==> src/rtl/add_arb2.sv <==
// ---------------------------------------------------------------------------
// add_arb2 -- two-requester arbiter in front of one shared 8-bit adder.
//
// Each requester presents an operand pair (a, b) with a request. One request
// is accepted per cycle, and the choice between two simultaneous requests
// alternates. The accepted pair goes through the one adder. Its sum is
// registered and tagged with the owning requester one clock after the accept.
//
// Ports
//   clock        in   single clock; all state changes on the rising edge
//   reset        in   synchronous, active-high reset
//   req0/a0/b0   in   requester 0 request and unsigned operands
//   req1/a1/b1   in   requester 1 request and unsigned operands
//   gnt0/gnt1    out  combinational grants; req & gnt high means accept
//   s            out  registered sum of the last accepted pair (mod 256)
//   vld0/vld1    out  registered; s belongs to requester 0/1 this cycle
//   cnt0/cnt1    out  registered accept counters that wrap at 256
// ---------------------------------------------------------------------------
module add_arb2 (
  input  logic       clock,
  input  logic       reset,
  input  logic       req0,
  input  logic [7:0] a0,
  input  logic [7:0] b0,
  input  logic       req1,
  input  logic [7:0] a1,
  input  logic [7:0] b1,
  output logic       gnt0,
  output logic       gnt1,
  output logic [7:0] s,
  output logic       vld0,
  output logic       vld1,
  output logic [7:0] cnt0,
  output logic [7:0] cnt1
);

  // PRI0: requester 0 wins a tie. PRI1: requester 1 wins a tie.
  typedef enum logic {
    PRI0 = 1'b0,
    PRI1 = 1'b1
  } state_e;

  state_e     state_q;
  logic [7:0] s_q;
  logic       vld0_q;
  logic       vld1_q;
  logic [7:0] cnt0_q;
  logic [7:0] cnt1_q;

  logic       gnt0_d;
  logic       gnt1_d;
  logic [7:0] op_a;
  logic [7:0] op_b;
  logic [7:0] sum_d;

  // Grant and operand selection. A grant is only raised for an active request,
  // so the grant alone marks an accept. Only one requester can be granted per
  // cycle, because the tie goes to the preferred side.
  always_comb begin
    // NOTE: every signal gets a default first, so no path through this block
    // leaves a signal unassigned. Without the defaults a latch is inferred.
    gnt0_d = 1'b0;
    gnt1_d = 1'b0;
    op_a   = a1;
    op_b   = b1;
    if (state_q == PRI0) begin
      gnt0_d = req0;
      gnt1_d = req1 & ~req0;
    end else begin
      gnt1_d = req1;
      gnt0_d = req0 & ~req1;
    end
    // The operands are muxed in front of the adder, so one adder serves both
    // requesters. The carry-out is dropped by the 8-bit result.
    if (gnt0_d) begin
      op_a = a0;
      op_b = b0;
    end
    sum_d = op_a + op_b;
  end

  // State, result and counters. Reset takes priority, so an accept in the
  // same cycle as reset is discarded and raises no vld.
  always_ff @(posedge clock) begin
    // NOTE: sequential state uses non-blocking assignments only, so every
    // register samples the values from before the edge.
    if (reset) begin
      state_q <= PRI0;
      s_q     <= 8'd0;
      vld0_q  <= 1'b0;
      vld1_q  <= 1'b0;
      cnt0_q  <= 8'd0;
      cnt1_q  <= 8'd0;
    end else begin
      vld0_q <= gnt0_d;
      vld1_q <= gnt1_d;
      if (gnt0_d || gnt1_d) begin
        s_q <= sum_d;
      end
      if (gnt0_d) begin
        cnt0_q  <= cnt0_q + 8'd1;
        state_q <= PRI1;
      end else if (gnt1_d) begin
        cnt1_q  <= cnt1_q + 8'd1;
        state_q <= PRI0;
      end
    end
  end

  assign gnt0 = gnt0_d;
  assign gnt1 = gnt1_d;
  assign s    = s_q;
  assign vld0 = vld0_q;
  assign vld1 = vld1_q;
  assign cnt0 = cnt0_q;
  assign cnt1 = cnt1_q;

endmodule

==> config.mk <==
export PLATFORM = sky130hd
export DESIGN_NAME = add_arb2
export DESIGN_NICKNAME = d
export VERILOG_FILES = /design/src/rtl/add_arb2.sv
export SDC_FILE = /design/constraint.sdc
export NUM_CORES = 1
export LEC_CHECK = 0
export CAP_MARGIN = 20
export CORE_MARGIN = 10
export CORE_UTILIZATION = 40
export DETAILED_ROUTE_END_ITERATION = 7
export PLACE_DENSITY_LB_ADDON = 0.08
export SYNTH_ARGS = -nofsm -noshare
export SYNTH_HDL_FRONTEND = slang
export SYNTH_SLANG_ARGS = --single-unit
==> constraint.sdc <==
create_clock -name clock -period 3.4 [get_ports clock]
set_clock_uncertainty 0.1 [all_clocks]
set_input_delay 0.68 -clock clock [delete_from_list [all_inputs] [get_ports clock]]
set_output_delay 0.68 -clock clock [all_outputs]
set_load 0.005 [all_outputs]
==> summary.txt <==
Detailed routing
  • Drt total wl: 4.26 mm
  • DR iter-0 viols: 47
  • Initial DRT Pass Iterations: 4
  • Via/cell ratio: 5.03
  • DRC Markers: 0
  • Via count: 1433
  • Avg WL per Cell: 14.9 um
  • Final antenna-violating net count: 0

STA
  • Slew margin rel.: 0.509
  • RSZ-0062 raised after global routing: no
  • Final Max Tran Viols: 0
  • Final setup vio count: 0
  • Minimum clock period: 3.05 ns
  • Final Cycle Share: 0.898
  • Achievable frequency: 0.327 GHz
  • Worst Slack Setup Final: 0.346 ns
  • Setup_tns: 0 ns
  • Least-Margin Pin Slew: 0.736 ns
  • Hold Vio Cnt, Final: 0

Global routing
  • Vias in the first global route: 1489
  • Grt total ovfl: 0
  • First-pass GRT wire length: 7.07 mm
  • Pin count of the biggest net entering global routing: 19
  • Initial antenna violation count: 0
  • GRT Total Usage: 0.119

Yosys
  • Synth cell types: 40
  • Post-synthesis sequential area ratio: 0.341
  • Adder-cell share of the synthesized area: 0.0837
  • #FFs+latches synth: 27
  • Post-Synthesis Mean Instance Area: 9.16 sq um
  • Multiplexer area fraction after synthesis: 0.125
  • Net Count, Synth: 219
  • Synth Area in Simple Gates: 0.206
  • Xor/xnor share of the synthesized area: 0.0940
  • Yosys Warn Count: 0
  • Mapped Area: 1580 sq um
  • Main combinational cell family by area after synthesis: simple AND/OR/NAND/NOR gates
  • Compound-cell area share of the yosys netlist: 0.108
  • Syn Inst Count: 173

Setup path
  • Crit path arrival time: 3.12 ns
  • CP cell instances: clkdlybuf4s50_1 > a21bo_4 > clkinv_4 > mux2_2 > ha_1 > a21o_1 > a31o_2 > a21oi_1 > mux2i_1 > nand2_1
  • Critical Path Source Type: input pin
  • R2r setup slk: 0.91 ns
  • CP endpoint: s[7]
  • Worst setup path category: input pin to flop
  • Crit Path Max Fanout: 15
  • Worst-case reg-to-reg path depth: 11
  • R2r endpoint: s[6]
  • Slowest cell on crit path: clkdlybuf4s50_1
  • Reg2reg start: state_q
  • Critical path origin: req0
  • CP Capture Type: flop
  • Critical path data required time: 3.47 ns
  • Largest stage delay, worst path: 0.49 ns

Clocking
  • Clk buf depth: 2
  • Root Driver: clkbuf_8
  • CTS tree: yes
  • Setup Buffers After CTS: 0
  • Clock-pin slew on the worst setup and hold paths: 0.09 ns
  • Num CTS Buffers: 3
  • Sink Count: 27
  • Cts repair resizes: 0
  • Htree depth: 1
  • Clk Latency, worst-skew pair: 0.27 ns
  • CTS Hold Buffers Added: 0

Power
  • Leak Pwr: 0.908 nW
  • Clk pwr share: 0.233
  • Sequential cell fraction of total power: 0.449
  • Logic pwr share: 0.318
  • Net Sw Power: 0.220 mW
  • Total power: 0.788 mW
  • Power density over cell area: 341 nW/um^2
  • Int Power: 0.568 mW
  • Switch share: 0.279
  • Peak supply drop: 0.271 mV

Die
  • Die footprint: 6880 sq um
  • Starting Density: 0.423
  • Die width: 82.9 um
  • IO Count: 64
  • Die Ht: 82.9 um
  • Core Area: 3740 sq um
  • Row count: 22

Min path
  • Hold Path Class: flop to flop
  • Hold Startpoint: s[3]

Placement
  • Routability Congestion: 0.804
  • Detailed placement HPWL: 3.52 mm
  • # port buffers: 63
  • # placed instances: 281
  • Worst slack, placed: 0.0567 ns

Finish
  • Fill count: 341
  • Net count, final: 284
  • Layout cell share with drive strength beyond 1: 0.122
  • Finished Layout Cells: 285
  • Area delta synth->final: 45.9%
  • Antenna Cells: 0

Flow run
  • Max-Cap Viols: 0

Run status
  • Status: completed
-- cells by family after synthesis --
| family | count (synthesis) |
|---|---|
| compound gates | 24 |
| xor+xnor | 17 |
| fa+ha+maj | 10 |
| buf+inv | 12 |
| flops | 27 |
| mux | 18 |
| simple gates | 65 |
-- power groups by stage --
stage	clock network (mW)	registers (mW)	logic [mW]
final	0.184	0.354	0.251
after detailed placement	0	0.361	0.250
after CTS	0.193	0.354	0.253
after floorplan	0	0.361	0.132
after global routing	0.203	0.357	0.276
after global placement	0	0.360	0.246
-- per-stage QoR --
stage,util,hold slack [ns],instance area (sq um)
6_report,0.617,0.367,2310
5_1_grt,0.617,0.388,2310
4_1_cts,0.617,0.370,2310
3_5_place_dp,0.604,0.353,2260
3_3_place_gp,0.604,0.349,2260
2_1_floorplan,-,0.348,1580
-- worst min-delay path by stage --
stage / end / slack (ns) / cells after the start
after floorplan: s[0] / 0.35 / 2
final: s[3] / 0.37 / 2
after global routing: s[7] / 0.39 / 2
after global placement: s[0] / 0.35 / 2
after detailed placement: s[7] / 0.35 / 2
after CTS: s[3] / 0.37 / 2
-- flip-flops by register name, summed over array words and instances, names as in the netlist --
signal   flops
vld1         1
state_q      1
cnt0         8
cnt1         8
s            8
vld0         1
-- routing by layer --
layer / share of wire / GRT usage / up-vias / wire length (um)
met5: 0 / 0 / - / 0
met4: 0.0035 / 0.0185 / 0 / 15
met3: 0.065 / 0.0410 / 2 / 275
met2: 0.50 / 0.207 / 41 / 2110
met1: 0.44 / 0.139 / 661 / 1860
li1: - / - / 729 / -
-- critical path: cells and delay by family --
kind                       cells  cell delay (ns)
AOI/OAI and AO/OA              4             0.85
adders and majority gates      1             0.35
and+or+nand+nor                1             0.06
muxes                          2             0.54
buffers and inverters          2             0.62
-- layout make-up --
type	instances	area, sq um	share of cell area
Tap cell	48	60.1	0.0260
Multi-Input combinational cell	134	977	0.423
Sequential cell	27	541	0.234
Clock inverter	1	7.51	0.00325
Clock buffer	3	41.3	0.0179
Inverter	5	23.8	0.0103
Timing Repair Buffer	67	661	0.286
-- cell usage after synthesis --
cell type / number / area (sq um)
a2111oi_4: 1 / 27.5
nor2_1: 22 / 82.6
buf_1: 2 / 7.51
mux2i_1: 4 / 40.0
nor3b_1: 1 / 7.51
xnor2_1: 6 / 52.6
a2111oi_0: 1 / 8.76
nand2b_2: 1 / 8.76
or2b_1: 1 / 7.51
buf_6: 1 / 11.3
and4_1: 2 / 17.5
nor2_2: 1 / 6.26
nor2b_1: 2 / 12.5
nand2_1: 11 / 41.3
fa_1: 1 / 20.0
inv_1: 4 / 15.0
nand2b_1: 1 / 6.26
and2_1: 1 / 6.26
a21o_1: 2 / 15.0
clkinv_4: 1 / 8.76
nor3_1: 3 / 15.0
mux2_2: 14 / 158
nand3_1: 7 / 35.0
a21oi_1: 10 / 50.1
o31ai_1: 1 / 7.51
nand4_1: 4 / 25.0
clkbuf_1: 1 / 3.75
buf_4: 2 / 15.0
dfxtp_1: 27 / 541
ha_1: 9 / 113
and3_1: 4 / 25.0
a31o_2: 1 / 8.76
xor2_1: 11 / 96.3
o21ai_0: 5 / 25.0
nor4b_1: 2 / 17.5
nand2_2: 1 / 6.26
buf_2: 1 / 5.00
a31oi_1: 2 / 12.5
or3_1: 1 / 6.26
a21bo_4: 1 / 16.3
-- cell usage in the layout (no fill, tap or decap), types with 2 or more instances in the layout --
master | netlist | layout
o21ai_0 | 5 | 5
buf_4 | 2 | 4
clkdlybuf4s50_1 | 0 | 63
dfxtp_1 | 27 | 27
inv_1 | 4 | 4
nor4b_1 | 2 | 2
a31oi_1 | 2 | 2
a21oi_1 | 10 | 10
xor2_1 | 11 | 11
nand4_1 | 4 | 4
a21o_1 | 2 | 2
nor2_1 | 22 | 22
mux2i_1 | 4 | 4
nor2b_1 | 2 | 2
nand2_1 | 11 | 11
mux2_2 | 14 | 14
ha_1 | 9 | 9
and3_1 | 4 | 4
nand3_1 | 7 | 7
clkbuf_8 | 0 | 3
nor3_1 | 3 | 3
xnor2_1 | 6 | 6
and4_1 | 2 | 2
(Power assumes the default switching activity.)
